## config.mk

```make
export PLATFORM = sky130hd
export DESIGN_NAME = clk_pattern_gen
export DESIGN_NICKNAME = d
export VERILOG_FILES = /design/src/rtl/ucie_clk_pkg.sv /design/src/rtl/clk_pattern_counter.sv /design/src/rtl/clk_pattern_gen.sv
export SDC_FILE = /design/constraint.sdc
export NUM_CORES = 1
export LEC_CHECK = 0
export CAP_MARGIN = 25
export CORE_UTILIZATION = 30
export CTS_CLUSTER_SIZE = 12
export DETAILED_ROUTE_END_ITERATION = 12
export PLACE_DENSITY = 0.53
export SYNTH_ARGS = -nofsm -noshare
export SYNTH_HDL_FRONTEND = slang
export SYNTH_SLANG_ARGS = --single-unit
```

## constraint.sdc

```tcl
create_clock -name i_half_pll_clk -period 5.6 [get_ports i_half_pll_clk]
set_clock_uncertainty 0.2 [all_clocks]
set_input_delay 0.56 -clock i_half_pll_clk [delete_from_list [all_inputs] [get_ports i_half_pll_clk]]
set_output_delay 0.56 -clock i_half_pll_clk [all_outputs]
set_load 0.005 [all_outputs]
```

## src/rtl/ucie_clk_pkg.sv

```systemverilog
// Shared definitions for the forwarded-clock pattern generator:
// FSM state encoding, default burst shape and detector pass threshold.
package ucie_clk_pkg;

   typedef enum logic [1:0] {
      ST_IDLE   = 2'd0,
      ST_ACTIVE = 2'd1,
      ST_GAP    = 2'd2,
      ST_DONE   = 2'd3
   } clk_pattern_state_e;

   localparam int CLK_PATTERN_ITERATIONS = 128;
   localparam int CLK_PATTERN_ACTIVE     = 16;
   localparam int CLK_PATTERN_IDLE       = 8;

   // Far-end detector declares the clock good after this many clean bursts in a row
   localparam int CLK_DETECT_PASS_ITERATIONS = 16;

   localparam int CYCLE_CNT_W = 5;
   localparam int ITER_CNT_W  = 8;

endpackage

```

## src/rtl/clk_pattern_counter.sv

```systemverilog
// Loadable cycle counter shared by the ACTIVE and GAP phases.
// Clear has priority over increment; terminal flags count == runtime limit.
module clk_pattern_counter import ucie_clk_pkg::*; #(
   parameter int WIDTH = CYCLE_CNT_W
) (
   input  logic             i_half_pll_clk,
   input  logic             i_rst_n,
   input  logic             i_clear,
   input  logic             i_inc,
   input  logic [WIDTH-1:0] i_limit,
   output logic [WIDTH-1:0] o_count,
   output logic             o_terminal
);

   // Count cycles within the current phase, restarting from zero on clear
   always_ff @(posedge i_half_pll_clk or negedge i_rst_n) begin
      if (!i_rst_n) begin
         o_count <= '0;
      end else if (i_clear) begin
         o_count <= '0;
      end else if (i_inc) begin
         o_count <= o_count + 1'b1;
      end
   end

   assign o_terminal = (o_count == i_limit);

endmodule

```

## src/rtl/clk_pattern_gen.sv

```systemverilog
// Forwarded-clock training pattern generator: bursts of ACTIVE_CYCLES enabled
// clocks separated by IDLE_CYCLES gated-low clocks, NUM_ITERATIONS times.
// All outputs are flops so the ICG enable is glitch-free.
// Optional macro CLK_PATTERN_FREERUN_EN adds i_free_run, which keeps the
// clock enabled while the FSM sits in IDLE (mainband data phase).
module clk_pattern_gen import ucie_clk_pkg::*; #(
   parameter int NUM_ITERATIONS = CLK_PATTERN_ITERATIONS,
   parameter int ACTIVE_CYCLES  = CLK_PATTERN_ACTIVE,
   parameter int IDLE_CYCLES    = CLK_PATTERN_IDLE
) (
   input  logic                  i_half_pll_clk,
   input  logic                  i_rst_n,
   input  logic                  i_start_clk_training,
`ifdef CLK_PATTERN_FREERUN_EN
   input  logic                  i_free_run,
`endif
   output logic                  o_clk_en,
   output logic                  o_busy,
   output logic                  o_done,
   output logic [ITER_CNT_W-1:0] o_iteration
);

   localparam logic [CYCLE_CNT_W-1:0] ACTIVE_LAST = CYCLE_CNT_W'(ACTIVE_CYCLES - 1);
   localparam logic [CYCLE_CNT_W-1:0] GAP_LAST    = CYCLE_CNT_W'(IDLE_CYCLES - 1);
   localparam logic [ITER_CNT_W-1:0]  ITER_TARGET = ITER_CNT_W'(NUM_ITERATIONS);

   clk_pattern_state_e    state_q;
   clk_pattern_state_e    state_d;
   logic                  cnt_clear;
   logic                  cnt_inc;
   logic [CYCLE_CNT_W-1:0] cnt_limit;
   logic [CYCLE_CNT_W-1:0] cycle_cnt;
   logic                  cnt_terminal;
   logic [ITER_CNT_W-1:0] iteration_d;
   logic                  free_run_req;

`ifdef CLK_PATTERN_FREERUN_EN
   assign free_run_req = i_free_run;
`else
   assign free_run_req = 1'b0;
`endif

   // The counter compares against the length of whichever phase is running
   assign cnt_limit = (state_q == ST_GAP) ? GAP_LAST : ACTIVE_LAST;

   clk_pattern_counter #(
      .WIDTH (CYCLE_CNT_W)
   ) u_cycle_counter (
      .i_half_pll_clk (i_half_pll_clk),
      .i_rst_n        (i_rst_n),
      .i_clear        (cnt_clear),
      .i_inc          (cnt_inc),
      .i_limit        (cnt_limit),
      .o_count        (cycle_cnt),
      .o_terminal     (cnt_terminal)
   );

   // Next state, counter control and burst count; dropping start aborts to IDLE
   always_comb begin
      state_d     = state_q;
      iteration_d = o_iteration;
      cnt_clear   = 1'b1;
      cnt_inc     = 1'b0;
      case (state_q)
         ST_IDLE: begin
            if (i_start_clk_training) begin
               state_d = ST_ACTIVE;
            end
         end
         ST_ACTIVE: begin
            if (!i_start_clk_training) begin
               state_d = ST_IDLE;
            end else if (cnt_terminal) begin
               state_d     = ST_GAP;
               iteration_d = o_iteration + 1'b1;
            end else begin
               cnt_clear = 1'b0;
               cnt_inc   = 1'b1;
            end
         end
         ST_GAP: begin
            if (!i_start_clk_training) begin
               state_d = ST_IDLE;
            end else if (cnt_terminal) begin
               state_d = (o_iteration == ITER_TARGET) ? ST_DONE : ST_ACTIVE;
            end else begin
               cnt_clear = 1'b0;
               cnt_inc   = 1'b1;
            end
         end
         ST_DONE: begin
            if (!i_start_clk_training) begin
               state_d = ST_IDLE;
            end
         end
         default: begin
            state_d = ST_IDLE;
         end
      endcase
      if (state_d == ST_IDLE) begin
         iteration_d = '0;
      end
   end

   // State and outputs are registered from the next state so every output is a clean flop
   always_ff @(posedge i_half_pll_clk or negedge i_rst_n) begin
      if (!i_rst_n) begin
         state_q     <= ST_IDLE;
         o_clk_en    <= 1'b0;
         o_busy      <= 1'b0;
         o_done      <= 1'b0;
         o_iteration <= '0;
      end else begin
         state_q     <= state_d;
         o_clk_en    <= (state_d == ST_ACTIVE) || ((state_d == ST_IDLE) && free_run_req);
         o_busy      <= (state_d == ST_ACTIVE) || (state_d == ST_GAP);
         o_done      <= (state_d == ST_DONE);
         o_iteration <= iteration_d;
      end
   end

endmodule

```

# --- After elaboration in Yosys (flattened, before gate mapping) ---
# Index checks and enable logic that the tools add are counted.
word_totals:
  output_inout_bits: 11
  word_cells: 46
  regBits: 18
  inputBits: 3
classes:
  n_eq_ne: 8
  mux: 21
  reduce_logical: 9
  addsub: 2
op_table:
  columns: ["operator", "count"]
  rows:
  - ["8-bit 2-to-1 mux", 4]
  - ["2-bit 2-to-1 mux", 7]
  - ["5-bit 2-to-1 mux", 2]
  - ["8-bit by 1-bit adder with 8-bit output, second input constant", 1]
  - ["2-bit == test, second input constant", 4]
  - ["8-bit == test, second input constant", 1]
  - ["2-bit one-hot mux with 4 select lines", 1]
  - ["2-bit nonzero test", 4]
  - ["1-bit 2-to-1 mux", 6]
  - ["5-bit by 1-bit adder with 5-bit output, second input constant", 1]
  - ["5-bit by 4-bit == test with 1-bit output", 1]
  - ["2-bit by 1-bit == test with 1-bit output, second input constant", 2]
  - ["2-bit zero test", 2]
  - ["4-bit 2-to-1 mux", 1]
  - ["3-bit AND reduction", 1]
  - ["2-bit OR reduction", 1]
  - ["1-bit logical OR", 1]

# --- Longest topological paths before layout ---
# Gate-level depths: netlist of run 1.
depth:
  depth_word: 9
  depth_mapped: 11
  mapped_depth_nobuf: 10

# --- Cells and area by module ---
# Synthesis of run 1 repeated with hierarchy kept, for this count alone.
unflattened:
  cells_unflattened: 106
  hier_area_um2: 1059.8
modules_own_cells:
  columns: ["module", "instances", "area_per_inst_um2", "cells_each"]
  rows:
  - ["clk_pattern_gen", 1, 788.3, 80]
  - ["clk_pattern_counter", 1, 271.5, 26]

# --- Least setup slack after synthesis of run 1 ---
# Ideal clock, no wire load.
synth_path:
  path_type: "flip-flop to flip-flop"
  startpoint: "reg state_q[0]"
  endpoint: "reg o_iteration[3]"
  arrival_ps: 2521
  path_stages_with_launch: 12
  required_ps: 5274
  setup_slack_ps: 2753
  path_cell_list: "dfrtp_1 inv_1 ha_1 nor4b_2 a221oi_1 and3b_1 nor2_1 ha_1 buf_2 nor3_1 mux2_2 a221o_1"
synth_via:
  elab_chain_cells: 9
  elab_cells_between_ends: 19
  cone_classes: "4 x eq/ne; 9 x mux; 6 x reduce/logical"
synth_lines:
  columns: ["element", "line", "text"]
  rows:
  - ["from (decl)", "clk_pattern_gen.sv:27", "clk_pattern_state_e state_q;"]
  - ["from (signal assigned)", "clk_pattern_gen.sv:114", "state_q <= state_d;"]
  - ["2-bit == test", "clk_pattern_gen.sv:44, clk_pattern_gen.sv:64", null]
  - ["4-bit 2-to-1 mux", "clk_pattern_gen.sv:44", "assign cnt_limit = (state_q == ST_GAP) ? GAP_LAST : ACTIVE_LAST;"]
  - ["5-bit by 4-bit == test with 1-bit output", "clk_pattern_counter.sv:26", "assign o_terminal = (o_count == i_limit);"]
  - ["2-bit 2-to-1 mux (on tied branches)", "clk_pattern_gen.sv:84, clk_pattern_gen.sv:73", null]
  - ["2-bit 2-to-1 mux (on tied branches)", "clk_pattern_gen.sv:82, clk_pattern_gen.sv:71", null]
  - ["2-bit one-hot mux with 4 select lines", "clk_pattern_gen.sv:64", "case (state_q)"]
  - ["2-bit zero test", null, null]
  - ["2-bit nonzero test (no source line)", null, null]
  - ["3-bit AND reduction (no source line)", null, null]
  - ["to (signal assigned)", "clk_pattern_gen.sv:118", "o_iteration <= iteration_d;"]
  - ["to (decl)", "clk_pattern_gen.sv:20", "output logic [ITER_CNT_W-1:0] o_iteration"]
# Parallel ways exist; a longest one is shown, timed or not.
# A chain may end at the register's enable or synchronous reset.

# --- Worst setup path after layout of run 1 ---
layout_path:
  startpoint: "reg state_q[0]"
  endpoint: "reg o_iteration[0]"
# Same word-level chain as after synthesis.

==> results of run 1 <==
-- routing by layer --
| layer | vias up | routed length, um |
|---|---|---|
| met4 | 0 | 47 |
| met1 | 481 | 1230 |
| met2 | 16 | 1250 |
| li1 | 460 | - |
| met5 | - | 0 |
| met3 | 5 | 57 |
-- power by group through the flow --
stage	Combinational, mW	Sequential [mW]	Clock (mW)
6_report	0.180	0.160	0.0914
5_1_grt	0.199	0.164	0.0988
4_1_cts	0.180	0.160	0.0927
3_5_place_dp	0.178	0.163	0
3_3_place_gp	0.174	0.162	0
2_1_floorplan	0.120	0.161	0
-- worst max-delay path, cell delays in order, from the launching register on --
cell,delay (ps)
dfrtp_1,420
inv_1,80
ha_1,280
xnor2_1,390
nor2_1,190
and3b_1,260
nor2_1,230
ha_1,460
or2_2,210
mux2_2,320
a211oi_1,170
-- final cells by class --
| type | instances | area, um^2 | share of cell area (%) |
|---|---|---|---|
| inverters | 7 | 26.3 | 1.93 |
| repair buffers | 13 | 130 | 9.58 |
| clock buffers | 3 | 41.3 | 3.04 |
| flip-flops and latches | 18 | 450 | 33.1 |
| multi-input cells | 90 | 651 | 47.9 |
| well taps | 48 | 60.1 | 4.42 |
-- cells by family after synthesis --
family,count (synthesis),synth area share [%]
flip-flops,18,39.6
multiplexers,4,3.85
AO/OA/AOI/OAI,23,14.3
XOR/XNOR,4,3.08
AND/OR/NAND/NOR,50,26.1
adder cells (fa/ha/maj),9,9.90
buffers and inverters,9,3.19
-- flip-flops by register name (all words and copies together), names as in the netlist --
name                     cells
o_iteration                  8
u_cycle_counter.o_count      5
state_q                      2
o_busy                       1
o_clk_en                     1
o_done                       1
-- placed cells by master (no fill, tap or decap), types with 3 or more instances in the layout --
cell type        Yosys  final
inv_1                6      6
nor2_1              15     15
o21ai_0              5      5
dfrtp_1             18     18
clkbuf_8             0      3
ha_1                 9      9
nand3_1              3      3
xor2_1               3      3
nor3_1               5      5
a21oi_1              5      5
nor2b_1              5      5
nand2_1              4      4
clkdlybuf4s50_1      0     13
a221o_1              5      5
mux2_2               3      3
-- path summary, 6_finish.rpt --
check | from | endpoint | slack, ps | cells past startpoint
min in group asynchronous | i_rst_n | u_cycle_counter.o_count[0]$_DFFE_PN0P_ | 590 | 1
setup reg to reg | state_q[0]$_DFF_PN0_ | o_iteration[0]$_DFFE_PN0P_ | 2300 | 10
hold / removal | u_cycle_counter.o_count[0]$_DFFE_PN0P_ | u_cycle_counter.o_count[0]$_DFFE_PN0P_ | 260 | 1
hold reg to reg | u_cycle_counter.o_count[0]$_DFFE_PN0P_ | u_cycle_counter.o_count[0]$_DFFE_PN0P_ | 260 | 1
setup / recovery | state_q[0]$_DFF_PN0_ | o_iteration[0]$_DFFE_PN0P_ | 2300 | 10
max in group asynchronous | i_rst_n | o_iteration[7]$_DFFE_PN0P_ | 4100 | 1
-- per-stage QoR --
stage                     hold slack, ps  util (%)  setup slack [ps]  total power [mW]  area (um^2)
final                                259      37.1              2300             0.431         1360
after floorplan                     64.4         -              2750             0.282         1140
after detailed placement             255      36.0              2230             0.341         1320
after CTS                            264      37.1              2300             0.433         1360
after global routing                 281      37.1              2000             0.462         1360
after global placement               257      36.0              2340             0.337         1320
==> impl_metrics.toml, run 1 <==
[finish]
drive_gt1_share_pct = 9.92
stdcell_count = 179
fin_nets = 145
num-fill-cells = 361
layout-area-overhead-vs-synth_pct = 19.5
antennaDiodeCount = 0

[grt]
antenna_violations_before_repair = 0
met3_usage_pct = 1.63
groute.layer.met1.usage_pct = 18.3
grt_pass1_vias = 890
globalRouteMet2Util_pct = 23.0
grt_max_degree = 19
groute.usage.overall_pct = 14.1
globalRoute.totalOverflow = 0
global_route_wire_length_before_repair_mm = 4.37
grt_most_used_layer = "met2"

[placed_design]
dp_hpwl_mm = 1.85
post-place-cells = 176
gpl.final_weighted_congestion = 0.820
place.port_buffers = 13

[critical_path]
worst-setup-path-type = "reg -> reg"
worstPathRequired_ps = 5570
cp_data_arrival_time_ps = 3260
endpoint_kind = "flip-flop"
crit_path_max_fanout = 11
start_kind = "flip-flop"

[die]
chipWidth_um = 63.6
initial_core_util_pct = 31.1
rows = 22
fp.dieH_um = 63.6
fp.dieArea_um2 = 4040
placeableCoreArea_um2 = 3660
top_level_ports = 14

[sta]
final_hold_viol_count = 0
grt_setup_unrepaired = "false"
max_freq_mhz = 303
fin_setup_tns_ps = 0
timing.slew.headroom_pct = 43.9
finalWorstPathRequiredPeriod_ps = 3300
worst_pin_slew_ps = 839
fin_crit_sh_pct = 58.9
report.final.slew_viol_count = 0
setup-violations-final = 0

[synth]
yosysTopAreaCell = "dfrtp_1"
netlist_top_cells_area = "dfrtp_1, ha_1, nor2_1"
seq_area_frac_synth_pct = 39.6
ys.warnings.count = 0
synth_async_sr_flop_share_pct = 100
post_synth_top_flop = "dfrtp_1"
post_synth_inst_count = 117
synth.net_count = 129
post_synth_most_frequent_cells = "dfrtp_1, nor2_1, ha_1"
synth_seq_cells = 18
most_frequent_cell_after_synthesis = "dfrtp_1"
synth-edff-count = 0
netlist-cell-type-count = 41
syn-mean-instance-area_um2 = 9.72
synth.cell_area_um2 = 1140
synth_top_area_share_pct = 39.6

[pwr]
netSwitchingFraction_pct = 37.6
power.share.combinational_pct = 41.7
ir_drop_mv = 0.111
p_clk_share_pct = 21.2
share_seq_of_total_power_pct = 37.1
cell_internal_pwr_mw = 0.269
power.density_cell_area_nw_per_um2 = 317
power.switching_mw = 0.162
leakage_power_of_the_design_nw = 0.586

[routing]
drt_pass1_iterations = 4
detail_route.iter0.violations = 50
detail-route-antenna-nets = 0
routed_wire_length_per_instance_um = 14.4
route.vias.total = 962
drt-total-wl_mm = 2.59
vias_per_cell = 5.37
drt_drc_violations_left = 0

[clock_network]
cts_resized = 0
clock_sink_count = 18
numCtsBuffers = 3
cts_tree = "built"
clock_tree.htree_level_count = 1
clock_insertion_delay_worst_skew_ps = 250
hold_bufs_at_cts = 0
clockRootBuffer = "clkbuf_8"
cts-root-to-sink-buffers = 2
cts.clk_slew.worst_paths_ps = 70
post_cts_setup_buffer_count = 0

[run_status]
run_status = "finished, final reports clean"

[worst_hold_path]
worst_hold_path_type = "reg -> reg"

[job]
maxCapViolCount = 0
Note: power is estimated with default switching activity, not from simulation.
==> inputs of run 2 (changes only) <==
- PLACE_DENSITY: 0.53 -> 0.55
- clock period: 5.6 -> 2.7 ns (I/O delays scaled with it)
==> run 2 against run 1 <==
Compared with the run above:
- power increased to 2.7 times the previous value
- critical endpoint is now o_iteration[3]$_DFFE_PN0P_
- hold slack improved by 3.0 ps
- die area unchanged
- critical path type unchanged
- global-route usage increased by 0.75 points
==> impl_metrics.toml, run 2 (same netlist as run 1, synthesis figures left out) <==
[run_status]
run_status = "finished, final reports clean"

[clock_network]
numCtsBuffers = 3
clock_tree.htree_level_count = 1
cts-root-to-sink-buffers = 2
cts_tree = "built"
clockRootBuffer = "clkbuf_8"
clock_insertion_delay_worst_skew_ps = 250
clock_sink_count = 18
cts.clk_slew.worst_paths_ps = 70

[critical_path]
start_kind = "flip-flop"
timing.reg2reg.setup_slack_ps = 80
endpoint_kind = "flip-flop"
worstPathRequired_ps = 2640
worst-setup-path-type = "reg -> reg"
crit_path_max_fanout = 7
cp_data_arrival_time_ps = 2550

[finish]
final_common_cell = "buf_4"
fin_nets = 176
drive_gt1_share_pct = 38.0
max_flop_register = "o_iteration"
num-fill-cells = 350
reg_top3 = "o_iteration (8), u_cycle_counter.o_count (5), state_q (2)"
antennaDiodeCount = 0
layout_common_cells = "buf_4, dfrtp_1, nor2_1, clkdlybuf4s50_1, a221o_1"
largest_reg_flops = 8
final_util_pct = 47.7
layout-area-overhead-vs-synth_pct = 53.5
stdcell_count = 211

[grt]
global_route_wire_length_before_repair_mm = 4.75
groute.usage.overall_pct = 14.8
globalRoute.totalOverflow = 0
antenna_violations_before_repair = 0
grt_max_degree = 19
grt_pass1_vias = 1056

[routing]
routed_wire_length_per_instance_um = 13.6
route.vias.total = 1065
drt-total-wl_mm = 2.88
detail-route-antenna-nets = 0
drt_drc_violations_left = 0
drt_pass1_iterations = 4
detail_route.iter0.violations = 27
vias_per_cell = 5.05

[sta]
report.final.slew_viol_count = 0
fin_crit_sh_pct = 96.9
timing.slew.headroom_pct = 44.5
max_freq_mhz = 382
worst_pin_slew_ps = 830
grt_setup_unrepaired = "true"
final_critical_path_setup_slack_ps = 84.8
final_hold_slack_ps = 262
finalWorstPathRequiredPeriod_ps = 2620
setup-violations-final = 0
final_hold_viol_count = 0

[placed_design]
gpl.final_weighted_congestion = 0.776
dp_hpwl_mm = 2.09
post-place-cells = 204
pre_cts_slack_ps = -42.2
place.port_buffers = 13

[die]
fp.dieArea_um2 = 4040
initial_core_util_pct = 31.1
rows = 22
fp.dieH_um = 63.6
top_level_ports = 14
placeableCoreArea_um2 = 3660
chipWidth_um = 63.6

[pwr]
leakage_power_of_the_design_nw = 0.781
power.density_cell_area_nw_per_um2 = 679
ir_drop_mv = 0.238
totalPowerFinal_mw = 1.19

[job]
maxCapViolCount = 0

[worst_hold_path]
worst_hold_path_type = "reg -> reg"
[run 2: changes by cell type in the layout (fill, tap and decap cells not counted), moves of 3 or more]
| cell | before | now |
|---|---|---|
| buf_4 | 0 | 27 |
| ha_1 | 9 | 4 |
| buf_6 | 0 | 4 |
| ha_4 | 0 | 4 |
| inv_1 | 6 | 3 |
[run 2: where the power goes]
group / internal [mW] / switching (mW) / total (mW)
registers: 0.304 / 0.0163 / 0.321
clock network: 0.129 / 0.0942 / 0.224
logic: 0.338 / 0.303 / 0.641
[run 2: final timing paths]
kind,from,endpoint,depth (start not counted)
max,state_q[1]$_DFF_PN0_,o_iteration[3]$_DFFE_PN0P_,10
min,u_cycle_counter.o_count[0]$_DFFE_PN0P_,u_cycle_counter.o_count[0]$_DFFE_PN0P_,1
max reg2reg,state_q[1]$_DFF_PN0_,o_iteration[3]$_DFFE_PN0P_,10
min reg2reg,u_cycle_counter.o_count[0]$_DFFE_PN0P_,u_cycle_counter.o_count[0]$_DFFE_PN0P_,1
max in group asynchronous,i_rst_n,o_iteration[3]$_DFFE_PN0P_,1
min in group asynchronous,i_rst_n,u_cycle_counter.o_count[1]$_DFFE_PN0P_,1
[run 2: repair_timing]
action                     CTS  global route
hold buffers                 0             0
setup endpoints to repair    3             8
setup buffers                0             3
pin swaps                    2            14
resized for setup            2            28
[run 2: critical path, stage by stage (launching register included)]
cell and delay (ps):
dfrtp_1 420, ha_4 180, nor4b_4 130, a221oi_2 300, and3b_2 270, nor2_4 140, ha_4 160, buf_6 130
nor3_2 40, mux2_4 270, a221o_1 260
[run 2: metrics by stage]
stage,setup TNS [ps],cell area (um^2)
2_1_floorplan,0,1150
6_report,0,1750
3_5_place_dp,-67.7,1540
4_1_cts,0,1610
5_1_grt,-68.8,1750
3_3_place_gp,0,1540
[run 2: per-layer routing]
layer	up-vias	global-route usage [%]	wire length [um]
li1	522	-	-
met1	533	19.1	1400
met2	8	25.3	1410
met3	2	1.81	45
met4	0	5.11	20
met5	-	0	0
[run 2: area by class of cell]
cell class	count	area, um^2	area share [%]
multi-input cells	90	768	44.0
inverters	7	33.8	1.94
repair buffers	44	378	21.6
well taps	48	60.1	3.44
flip-flops and latches	18	450	25.8
clock buffers	4	55.1	3.15
